$ cat src/rtl/bcd_timer_ctrl.sv
// Two-digit BCD stopwatch/countdown controller.
// Prescaled run/pause/done sequencing with a wrap/expire pulse.
module bcd_timer_ctrl #(
  parameter int TICK_DIV = 4,
  parameter int PW       = 16
) (
  input  logic       CLK,
  input  logic       RST,
  input  logic       START,
  input  logic       STOP,
  input  logic       CLEAR,
  input  logic       LOAD,
  input  logic       DIR,
  input  logic [3:0] PRESET_TENS,
  input  logic [3:0] PRESET_ONES,
  output logic [3:0] CNT_TENS,
  output logic [3:0] CNT_ONES,
  output logic       RUNNING,
  output logic       DONE,
  output logic       CR,
  output logic [1:0] STATE
);

  typedef enum logic [1:0] {
    S_IDLE  = 2'b00,
    S_RUN   = 2'b01,
    S_PAUSE = 2'b10,
    S_DONE  = 2'b11
  } state_t;

  localparam logic [PW-1:0] PRE_LAST = PW'(TICK_DIV - 1);

  state_t        state_q, state_d;
  logic [3:0]    tens_q, tens_d;
  logic [3:0]    ones_q, ones_d;
  logic [PW-1:0] pre_q, pre_d;
  logic          cr_q, cr_d;
  logic [3:0]    pt_clamp, po_clamp;
  logic          tick;
  logic          cnt_zero;

  assign pt_clamp = (PRESET_TENS > 4'd9) ? 4'd9 : PRESET_TENS;
  assign po_clamp = (PRESET_ONES > 4'd9) ? 4'd9 : PRESET_ONES;
  assign tick     = (pre_q == PRE_LAST);
  assign cnt_zero = (tens_q == 4'd0) && (ones_q == 4'd0);

  // State, count and prescaler registers with synchronous reset
  always_ff @(posedge CLK) begin
    if (!RST) begin
      state_q <= S_IDLE;
      tens_q  <= 4'd0;
      ones_q  <= 4'd0;
      pre_q   <= '0;
      cr_q    <= 1'b0;
    end else begin
      state_q <= state_d;
      tens_q  <= tens_d;
      ones_q  <= ones_d;
      pre_q   <= pre_d;
      cr_q    <= cr_d;
    end
  end

  // Command priority, prescaler advance and BCD step
  always_comb begin
    state_d = state_q;
    tens_d  = tens_q;
    ones_d  = ones_q;
    pre_d   = pre_q;
    cr_d    = 1'b0;
    if (CLEAR) begin
      state_d = S_IDLE;
      tens_d  = 4'd0;
      ones_d  = 4'd0;
      pre_d   = '0;
    end else if (LOAD) begin
      state_d = S_IDLE;
      tens_d  = pt_clamp;
      ones_d  = po_clamp;
      pre_d   = '0;
    end else if (STOP) begin
      if (state_q == S_RUN) state_d = S_PAUSE;
    end else if (START && state_q == S_IDLE) begin
      if (DIR && cnt_zero) begin
        state_d = S_DONE;
      end else begin
        state_d = S_RUN;
        pre_d   = '0;
      end
    end else if (START && state_q == S_PAUSE) begin
      state_d = S_RUN;
    end else if (state_q == S_RUN) begin
      if (!tick) begin
        pre_d = pre_q + PW'(1);
      end else begin
        pre_d = '0;
        if (!DIR) begin
          if (ones_q == 4'd9) begin
            ones_d = 4'd0;
            if (tens_q == 4'd9) begin
              tens_d = 4'd0;
              cr_d   = 1'b1;
            end else begin
              tens_d = tens_q + 4'd1;
            end
          end else begin
            ones_d = ones_q + 4'd1;
          end
        end else if (tens_q == 4'd0 && ones_q <= 4'd1) begin
          ones_d  = 4'd0;
          state_d = S_DONE;
          cr_d    = 1'b1;
        end else if (ones_q == 4'd0) begin
          ones_d = 4'd9;
          tens_d = tens_q - 4'd1;
        end else begin
          ones_d = ones_q - 4'd1;
        end
      end
    end
  end

  assign CNT_TENS = tens_q;
  assign CNT_ONES = ones_q;
  assign RUNNING  = (state_q == S_RUN);
  assign DONE     = (state_q == S_DONE);
  assign CR       = cr_q;
  assign STATE    = state_q;

endmodule

$ cat config.mk
export PLATFORM = sky130hd
export DESIGN_NAME = bcd_timer_ctrl
export DESIGN_NICKNAME = d
export VERILOG_FILES = /design/src/rtl/bcd_timer_ctrl.sv
export SDC_FILE = /design/constraint.sdc
export NUM_CORES = 1
export LEC_CHECK = 0
export ABC_CLOCK_PERIOD_IN_PS = 2500
export CAP_MARGIN = 10
export CORE_UTILIZATION = 30
export DETAILED_ROUTE_END_ITERATION = 8
export PLACE_DENSITY = 0.49
export SETUP_SLACK_MARGIN = 0.02
export SLEW_MARGIN = 10
export SYNTH_ARGS = -nofsm -noshare
export SYNTH_HDL_FRONTEND = slang
export SYNTH_SLANG_ARGS = --single-unit
$ cat constraint.sdc
create_clock -name CLK -period 2.5 [get_ports CLK]
set_input_delay 0.5 -clock CLK [delete_from_list [all_inputs] [get_ports CLK]]
set_output_delay 0.5 -clock CLK [all_outputs]
set_load 0.02 [all_outputs]
==> results of run 1 <==
[Yosys cell counts, types with 3 or more instances]
cell type | n | area share, %
or3_1 | 4 | 1.3
o21ai_0 | 12 | 3.2
nand2b_1 | 4 | 1.3
buf_2 | 4 | 1.1
nand2_1 | 17 | 3.4
and3_1 | 3 | 0.99
ha_1 | 6 | 3.9
nor2b_1 | 4 | 1.3
nor3_1 | 10 | 2.6
a311oi_1 | 3 | 1.4
and2_1 | 4 | 1.3
o31ai_1 | 6 | 2.4
o21ai_1 | 10 | 2.6
inv_1 | 11 | 2.2
nand4_1 | 4 | 1.3
a211oi_1 | 7 | 2.8
nand3_1 | 4 | 1.1
a21oi_1 | 15 | 3.9
dfxtp_1 | 27 | 28
o21a_1 | 3 | 1.2
buf_4 | 3 | 1.2
a221oi_1 | 3 | 1.4
nor2_1 | 11 | 2.2
[metal layers]
layer,GRT usage (%),part of all wire [%]
met3,1.11,2.8
met2,22.8,44
met4,4.04,0.60
met5,0,0
met1,22.3,53
[final cells by class]
| type | instances | area (µm²) | area share (%) |
|---|---|---|---|
| Inverter | 11 | 41.3 | 1.79 |
| Clock inverter | 1 | 5.00 | 0.216 |
| Clock buffer | 3 | 41.3 | 1.79 |
| Multi-Input combinational cell | 177 | 1240 | 53.8 |
| Tap cell | 75 | 93.8 | 4.06 |
| Sequential cell | 27 | 541 | 23.4 |
| Timing Repair Buffer | 37 | 345 | 14.9 |
[state kept, by name, indices dropped and copies added, names as in the netlist]
signal and flops:
CNT_TENS 4, CR 1, CNT_ONES 4, pre_q 16, STATE 2
[logic make-up (layout without fill, tap and decap cells)]
kind of cell,after synthesis,in the layout
and+or+nand+nor,88,88
AOI/OAI and AO/OA,77,77
DFF,27,27
buffers and inverters,23,52
adders and majority gates,6,6
xor gates and xnor gates,3,3
muxes,3,3
[power groups by stage]
stage / Combinational [µW] / Sequential [µW] / Clock, µW
finish: 164 / 450 / 260
global route: 179 / 452 / 289
CTS: 164 / 450 / 271
detailed placement: 163 / 460 / 0
global placement: 164 / 461 / 0
floorplan: 97.1 / 459 / 0
[through the flow]
stage	util (%)	std cells	hold slack (ns)	power, µW	area (µm²)
2_1_floorplan	-	227	0.458	556	1900
3_3_place_gp	37.6	327	0.475	625	2270
3_5_place_dp	37.6	327	0.487	624	2270
4_1_cts	38.4	331	0.504	885	2310
5_1_grt	38.4	331	0.549	920	2310
6_report	38.4	331	0.514	874	2310
[how the worst max path moves through the flow]
stage | start | to | depth (start not counted)
finish | CNT_ONES[0] | CNT_ONES[0] | 1
global route | pre_q[0] | CNT_TENS[3] | 6
CTS | CNT_ONES[0] | CNT_ONES[0] | 1
detailed placement | DIR | CNT_TENS[3] | 6
global placement | DIR | CNT_TENS[3] | 6
floorplan | CNT_TENS[0] | pre_q[15] | 7
==> results by group, run 1 <==
Status
  • Run status: completed

Timing
  • Post-layout min period: 2.12 ns
  • Final hold violations: 0
  • Final Skew: around 0.0067 ns
  • RSZ-0062 raised after global routing: no
  • TNS Setup: 0 ns
  • Setup ws final: roughly 0.38 ns
  • Tightest Pin Transition: around 0.61 ns
  • Max frequency: between 400 and 500 MHz
  • Endpoints failing setup: 0
  • Max-slew violations: 0
  • Period utilisation layout: between 80% and 90%
  • Slew HR: between 50% and 60%

Placement
  • I/O Buffers: 27
  • DPL Wire Length: approximately 3600 µm
  • Pre-CTS setup slack: about 0.15 ns
  • Gpl congestion: about 0.75

Flow run
  • MaxCap Viol Count: 0

Min path
  • Worst hold path startpoint: pre_q[0]
  • Hold path endpoint: pre_q[0]
  • Hold crit path type: flip-flop to flip-flop
  • Worst hold path depth: 2

Final layout
  • Diode count: 0
  • Most frequent cells in the layout: dfxtp_1, clkdlybuf4s50_1, nand2_1
  • Final net count: around 280
  • Layout cells sized above 1: 12.9%
  • Area growth from synthesis to layout: 21.5%
  • Filler cell count: between 600 and 700

Clocking
  • Root buffer cell: clkbuf_8
  • Clock latency on the worst-skew pair: approximately 0.28 ns
  • Hold Buf Count CTS: 0
  • Sink Count: 27
  • Register clock-pin slew on the reported worst setup and hold paths: 0.10 ns
  • # Post-CTS Setup Buffers: 0
  • CTS tree: yes
  • Post-cts repair resize count: 0
  • # H-tree levels: 1
  • Num CTS Buffers: 3
  • Clk buf depth: 2

Power and ir drop
  • LEAKAGE: between 0.0007 and 0.0008 µW
  • Switching share of power: approximately 28%
  • Clock power share: 29.8%
  • Net Switching: ~250 µW
  • Sequential Power Share: 51.5%
  • PwrDens: roughly 380 nW/µm²
  • Pint: roughly 630 µW
  • Comb pwr share: approximately a fifth
  • Max VDD drop: between 0.15 and 0.2 mV

Worst setup path
  • Startpoint types: flip-flop
  • Critical path's top delay family: buffers and inverters
  • CP required: roughly 2.0 ns
  • R2R Path End: CNT_TENS[3]
  • CP bufs+invs: 1
  • Reg2reg start: pre_q[0]
  • Arrival time worst endpoint: ~1.6 ns
  • Worst path cell trace: clkdlybuf4s50_1
  • Flop2flop setup slack: 0.40 ns
  • Crit path capture type: primary output
  • Slowest-stage cell, CP: clkdlybuf4s50_1
  • CP max FO: 15
  • Crit Path Category: flip-flop to primary output
  • R2R cell count: 6
  • Worst path max stage delay: 0.70 ns

Floorplan
  • Starting density of the core: between 30% and 40%
  • Chip width: between 80 and 90 µm
  • Core region area: about 6000 µm²
  • Cell row count: 28
  • Ports: 28
  • Die height: about 82 µm
  • Die area: between 6000 and 7000 µm²

Route
  • Drt pass-1 iters: 4
  • Via density: ~5.4
  • DRT iter0 DRCs: 107
  • Final antenna-violating net count: 0
  • DRT Wirelength: 4830 µm
  • # DRC: 0
  • Post-DR wirelength/cell: 14.6 µm
  • Via count: 1796

Synth
  • Post-synthesis xor/xnor area fraction: 1.38%
  • Synth Area in Compound Gates: around 28%
  • Ys async rst share: 0%
  • Register area share after synthesis: between 20% and 30%
  • Multiplexer area fraction after synthesis: approximately 1.6%
  • Largest family of logic cells by synthesized area: simple AND/OR/NAND/NOR gates
  • Cell variety after synth: between 60 and 70
  • Adder-Cell Fraction of Synth Area: 3.94%
  • Mapped Cells: about 230
  • Synthesized area: between 1500 and 2000 µm²
  • Most used DFF post-synth: dfxtp_1
  • Post-synth EDFFs: 0
  • YS warnings: 0
  • Syn Nets: 248
  • Seq cells post-synth: 27
  • Syn_area_per_cell: approximately 8.4 µm²
  • Area share of and/or/nand/nor cells after synthesis: 30.0%

GRT
  • Largest net degree at the start of global routing: 16
  • Overflow after GRT: 0
  • Initial antenna violation count: 0
  • Gr usage total: between 10% and 20%
  • First-pass GRT wire length: approximately 7700 µm
  • Vias in the first global route: roughly 1600
Power figures use the tool's default switching activity.
==> inputs of run 2 (changes only) <==
--- a/config.mk
+++ b/config.mk
@@ -5,7 +5,7 @@
 export SDC_FILE = /design/constraint.sdc
 export NUM_CORES = 1
 export LEC_CHECK = 0
-export ABC_CLOCK_PERIOD_IN_PS = 2500
+export ABC_CLOCK_PERIOD_IN_PS = 2190
 export CAP_MARGIN = 10
 export CORE_UTILIZATION = 30
 export DETAILED_ROUTE_END_ITERATION = 8
==> constraint.sdc (replaced) <==
create_clock -name CLK -period 2.19 [get_ports CLK]
set_input_delay 0.438 -clock CLK [delete_from_list [all_inputs] [get_ports CLK]]
set_output_delay 0.438 -clock CLK [all_outputs]
set_load 0.02 [all_outputs]
==> run 2 against run 1 <==
Against the previous run: sequential share of layout area shrank 1.2 points; critical path depth stayed put; register-to-register slack worse by 0.16 ns; clock skew is 0.00083 ns lower; core utilization increased by 2.1 points; first-iteration DRC count decreased by 19%; die area is the same; design area increased by 5.5%; hold slack got worse by 0.022 ns; critical path type unchanged; largest power group unchanged.
==> results by group, run 2 (synthesis gave the netlist of run 1 again) <==
Clocking
  • # Post-CTS Setup Buffers: 0 (unchanged)
  • Root buffer cell: clkbuf_8 (unchanged)
  • Sink Count: 27 (unchanged)
  • Num CTS Buffers: 3 (unchanged)
  • Clk buf depth: 2 (unchanged)
  • # H-tree levels: 1 (unchanged)
  • Clock latency on the worst-skew pair: 0.28 ns (about the same)
  • Hold Buf Count CTS: 0 (unchanged)
  • CTS tree: yes (unchanged)
  • Post-cts repair resize count: 0 (unchanged)
  • Register clock-pin slew on the reported worst setup and hold paths: 0.09 ns (was 0.10 ns)

Timing
  • Final hold violations: 0 (unchanged)
  • Final Skew: 0.00583 ns (was 0.00666 ns)
  • RSZ-0062 raised after global routing: no (unchanged)
  • Max frequency: 493 MHz
  • Max-slew violations: 0 (unchanged)
  • Tightest Pin Transition: 0.473 ns (was 0.612 ns)
  • Post-layout min period: approximately 2.0 ns
  • TNS Setup: 0 ns (unchanged)
  • Slew HR: 68.4% (was 58.9%)
  • Endpoints failing setup: 0 (unchanged)
  • Period utilisation layout: roughly 93%

GRT
  • Overflow after GRT: 0 (unchanged)
  • Vias in the first global route: 1650 (was 1586)
  • Initial antenna violation count: 0 (unchanged)
  • Largest net degree at the start of global routing: 16 (unchanged)
  • First-pass GRT wire length: 8140 µm (was 7750 µm)
  • Gr usage total: 15.7% (was 14.9%)

Floorplan
  • Starting density of the core: 31.6% (unchanged)
  • Chip width: 81.6 µm (unchanged)
  • Die height: 81.6 µm (unchanged)
  • Die area: 6670 µm² (unchanged)
  • Ports: 28 (unchanged)
  • Core region area: 6030 µm² (unchanged)
  • Cell row count: 28 (unchanged)

Route
  • DRT Wirelength: 4850 µm (was 4830 µm)
  • Via density: 5.31 (was 5.43)
  • Via count: 1847 (was 1796)
  • Drt pass-1 iters: 4 (unchanged)
  • Final antenna-violating net count: 0 (unchanged)
  • # DRC: 0 (unchanged)
  • DRT iter0 DRCs: 87 (was 107)
  • Post-DR wirelength/cell: 13.9 µm (was 14.6 µm)

Placement
  • Placed cell area: 2390 µm² (was 2270 µm²)
  • Gpl congestion: 0.806 (was 0.749)
  • I/O Buffers: 27 (unchanged)
  • DPL Wire Length: 3680 µm (was 3600 µm)
  • Dpl cells: 344 (was 327)

Final layout
  • Final Instance Area: 2440 µm² (was 2310 µm²)
  • Layout cells sized above 1: 18.3% (was 12.9%)
  • Most frequent cells in the layout: dfxtp_1, clkdlybuf4s50_1, buf_4 (was dfxtp_1, clkdlybuf4s50_1, nand2_1)
  • Diode count: 0 (unchanged)
  • Cell Count, Final, Fillers Out: 348 (was 331)
  • Area growth from synthesis to layout: 28.2% (was 21.5%)
  • Final net count: 295 (was 278)
  • Max FFs per register: 16 (unchanged)
  • Reg with most FFs: pre_q (unchanged)

Power and ir drop
  • Max VDD drop: 0.231 mV (was 0.195 mV)
  • LEAKAGE: 0.000884 µW (was 0.000799 µW)
  • PwrDens: 412 nW/µm² (was 378 nW/µm²)

Worst setup path
  • Startpoint types: flip-flop (unchanged)
  • Crit Path Category: flip-flop to primary output (unchanged)
  • CP max FO: 15 (unchanged)
  • Worst path cell trace: clkdlybuf4s50_1 (unchanged)
  • CP bufs+invs: 1 (unchanged)
  • Crit path capture type: primary output (unchanged)
  • Slowest-stage cell, CP: clkdlybuf4s50_1 (unchanged)
  • Critical path's top delay family: buffers and inverters (unchanged)
  • Arrival time worst endpoint: 1.59 ns (was 1.62 ns)
  • CP required: 1.75 ns (was 2.00 ns)
  • Worst path max stage delay: 0.70 ns (about the same)

Status
  • Run status: completed (unchanged)

Min path
  • Hold crit path type: flip-flop to flip-flop (unchanged)

Flow run
  • MaxCap Viol Count: 0 (unchanged)
[run 2: cell types whose count changed in the layout (fill, tap and decap cells not counted)]
cell / previous run / this run
buf_4: 10 / 27
[run 2: path summary, 6_finish.rpt]
| check | to | cells past startpoint | slack, ns | startpoint |
|---|---|---|---|---|
| max | CNT_ONES[0] | 1 | 0.16 | CNT_ONES[0] |
| min | pre_q[15] | 2 | 0.49 | pre_q[15] |
| max reg2reg | pre_q[6] | 8 | 0.24 | CNT_TENS[0] |
| min reg2reg | pre_q[15] | 2 | 0.49 | pre_q[15] |
[run 2: where the power goes]
part | leakage [µW] | internal (µW) | total (µW) | switching [µW]
Clock | 0.0000255 | 128 | 289 | 161
Sequential | 0.000218 | 498 | 513 | 14.9
Combinational | 0.000640 | 105 | 203 | 98.0
Total | 0.000884 | 730 | 1000 | 274
[run 2: cell type report]
cell class | count | area [µm²]
clock buffer | 3 | 41.3
fill | 629 | 3590
timing repair buffer | 54 | 473
tap | 75 | 93.8
multi-input combinational | 177 | 1240
sequential | 27 | 541
inverter | 11 | 41.3
clock inverter | 1 | 5.00
[run 2: metrics by stage]
stage,worst slack (ns),hold WS (ns),util (%),power (µW)
floorplan,0.254,0.458,-,635
global placement,0.0330,0.471,39.7,728
detailed placement,0.0138,0.485,39.7,726
CTS,0.139,0.499,40.5,1020
global route,0.0553,0.520,40.5,1060
finish,0.161,0.492,40.5,1000
[run 2: routing by layer]
metal | global-route usage [%] | up-vias | share of wire [%]
li1 | - | 951 | -
met1 | 23.6 | 843 | 53
met2 | 23.6 | 51 | 42
met3 | 1.11 | 2 | 4.2
met4 | 4.74 | 0 | 0.72
met5 | 0 | - | 0
==> inputs of run 3 (changes only) <==
--- a/config.mk
+++ b/config.mk
@@ -7,9 +7,9 @@
 export LEC_CHECK = 0
 export ABC_CLOCK_PERIOD_IN_PS = 2190
 export CAP_MARGIN = 10
-export CORE_UTILIZATION = 30
+export CORE_UTILIZATION = 50
 export DETAILED_ROUTE_END_ITERATION = 8
-export PLACE_DENSITY = 0.49
+export PLACE_DENSITY = 0.77
 export SETUP_SLACK_MARGIN = 0.02
 export SLEW_MARGIN = 10
 export SYNTH_ARGS = -nofsm -noshare
==> run 3 against run 2 <==
Against the previous run: core utilization rose by 23 points; critical endpoint unchanged; setup slack got worse by 0.026 ns; clock skew barely moved; wire length decreased by 9.9%; design area is 4.4% lower; maximum frequency is 1.3% lower; clock power grew 4%; highest routed layer unchanged.
==> results by group, run 3 (synthesis gave the netlist of run 1 again) <==
Status
  • Run status: completed (unchanged)

Worst setup path
  • Worst path max stage delay: 0.70 ns (about the same)
  • CP max FO: 15 (unchanged)
  • Crit path capture type: primary output (unchanged)
  • Startpoint types: flip-flop (unchanged)
  • Slowest-stage cell, CP: clkdlybuf4s50_1 (unchanged)
  • CP required: 1.75 ns (about the same)
  • Worst path cell trace: clkdlybuf4s50_1 (unchanged)
  • Crit Path Category: flip-flop to primary output (unchanged)
  • Critical path's top delay family: buffers and inverters (unchanged)
  • CP bufs+invs: 1 (unchanged)
  • Arrival time worst endpoint: 1.62 ns (was 1.59 ns)

Timing
  • Setup ws final: 0.135 ns (was 0.161 ns)
  • Tightest Pin Transition: 0.498 ns (was 0.473 ns)
  • Period utilisation layout: 93.8% (was 92.7%)
  • RSZ-0062 raised after global routing: no (unchanged)
  • Post-layout min period: 2.06 ns (was 2.03 ns)
  • Max frequency: 487 MHz (was 493 MHz)
  • TNS Setup: 0 ns (unchanged)
  • Final hold violations: 0 (unchanged)
  • Endpoints failing setup: 0 (unchanged)
  • Max-slew violations: 0 (unchanged)
  • Final Skew: 0.00624 ns (was 0.00583 ns)
  • Slew HR: 66.7% (was 68.4%)

Placement
  • Gpl congestion: 0.916 (was 0.806)
  • DPL Wire Length: 3260 µm (was 3680 µm)
  • I/O Buffers: 27 (unchanged)
  • Pre-CTS setup slack: 0.00922 ns (was 0.0138 ns)

Floorplan
  • Die height: 63.7 µm (was 81.6 µm)
  • Cell row count: 22 (was 28)
  • Chip width: 63.7 µm (was 81.6 µm)
  • Die area: 4060 µm² (was 6670 µm²)
  • Core region area: 3660 µm² (was 6030 µm²)
  • Starting density of the core: 52.0% (was 31.6%)
  • Ports: 28 (unchanged)

GRT
  • First-pass GRT wire length: 7300 µm (was 8140 µm)
  • Overflow after GRT: 0 (unchanged)
  • Vias in the first global route: 1589 (was 1650)
  • Largest net degree at the start of global routing: 17 (was 16)
  • Gr usage total: 22.4% (was 15.7%)
  • Initial antenna violation count: 0 (unchanged)

Final layout
  • Filler cell count: 314 (was 629)
  • Reg with most FFs: pre_q (unchanged)
  • Diode count: 0 (unchanged)
  • Layout cells sized above 1: 15.2% (was 18.3%)
  • Final core occ: 63.7% (was 40.5%)
  • Most frequent cells in the layout: dfxtp_1, clkdlybuf4s50_1, nand2_1, buf_4, a21oi_1 (was dfxtp_1, clkdlybuf4s50_1, buf_4)
  • Max FFs per register: 16 (unchanged)
  • Area growth from synthesis to layout: 22.6% (was 28.2%)
  • Final net count: 285 (was 295)

Clocking
  • Hold Buf Count CTS: 0 (unchanged)
  • Root buffer cell: clkbuf_8 (unchanged)
  • Sink Count: 27 (unchanged)
  • Clock latency on the worst-skew pair: 0.28 ns (about the same)
  • Register clock-pin slew on the reported worst setup and hold paths: 0.10 ns (was 0.09 ns)
  • Num CTS Buffers: 3 (unchanged)
  • Post-cts repair resize count: 0 (unchanged)
  • CTS tree: yes (unchanged)
  • Clk buf depth: 2 (unchanged)
  • # H-tree levels: 1 (unchanged)
  • # Post-CTS Setup Buffers: 0 (unchanged)

Route
  • Drt pass-1 iters: 4 (unchanged)
  • DRT Wirelength: 4370 µm (was 4850 µm)
  • # DRC: 0 (unchanged)
  • Via density: 5.94 (was 5.31)
  • Post-DR wirelength/cell: 14.0 µm (was 13.9 µm)
  • Via count: 1848 (was 1847)
  • DRT iter0 DRCs: 111 (was 87)
  • Final antenna-violating net count: 0 (unchanged)

Power and ir drop
  • PwrDens: 432 nW/µm² (was 412 nW/µm²)
  • LEAKAGE: 0.000830 µW (was 0.000884 µW)
  • Power Total: 1010 µW (was 1000 µW)
  • Max VDD drop: 0.288 mV (was 0.231 mV)

Min path
  • Hold crit path type: flip-flop to flip-flop (unchanged)

Flow run
  • MaxCap Viol Count: 0 (unchanged)
## run 3: cell types whose count changed in the layout (fill, tap and decap cells not counted), sizes merged
cell	change
clkinvlp	+1
clkinv	-1
buf	-10
## run 3: final cells by class
cell class                      count  area (µm²)  share of cell area, %
Clock buffer                        3        41.3                   1.77
Timing Repair Buffer               44         398                   17.1
Inverter                           11        41.3                   1.77
Clock inverter                      1        7.51                  0.322
Multi-Input combinational cell    177        1240                   53.4
Tap cell                           48        60.1                   2.57
Sequential cell                    27         541                   23.2
## run 3: worst paths after layout
check,slack (ns),end,start,cells after the start
setup / recovery,0.13,CNT_ONES[0],CNT_ONES[0],1
hold / removal,0.51,pre_q[15],pre_q[15],2
setup reg to reg,0.21,pre_q[13],CNT_TENS[0],7
hold reg to reg,0.51,pre_q[15],pre_q[15],2
## run 3: metrics by stage
stage / instance area, µm² / hold WS, ns / std cells
after floorplan: 1900 / 0.458 / 227
after global placement: 2280 / 0.482 / 307
after detailed placement: 2280 / 0.494 / 307
after CTS: 2330 / 0.510 / 311
after global routing: 2330 / 0.535 / 311
final: 2330 / 0.509 / 311
## run 3: per-layer routing
metal  routed length [µm]  vias up  GRT usage [%]
met1                 2310      864           33.6
met4                   74        0           7.67
li1                     -      934              -
met5                    0        -              0
met3                  123       11           2.54
met2                 1850       39           32.6
## run 3: where the power goes
group,total [µW],switching [µW],internal [µW],leakage (µW)
clock network,302,173,129,0.0000217
logic,190,92.3,97.5,0.000589
registers,516,18.0,498,0.000218
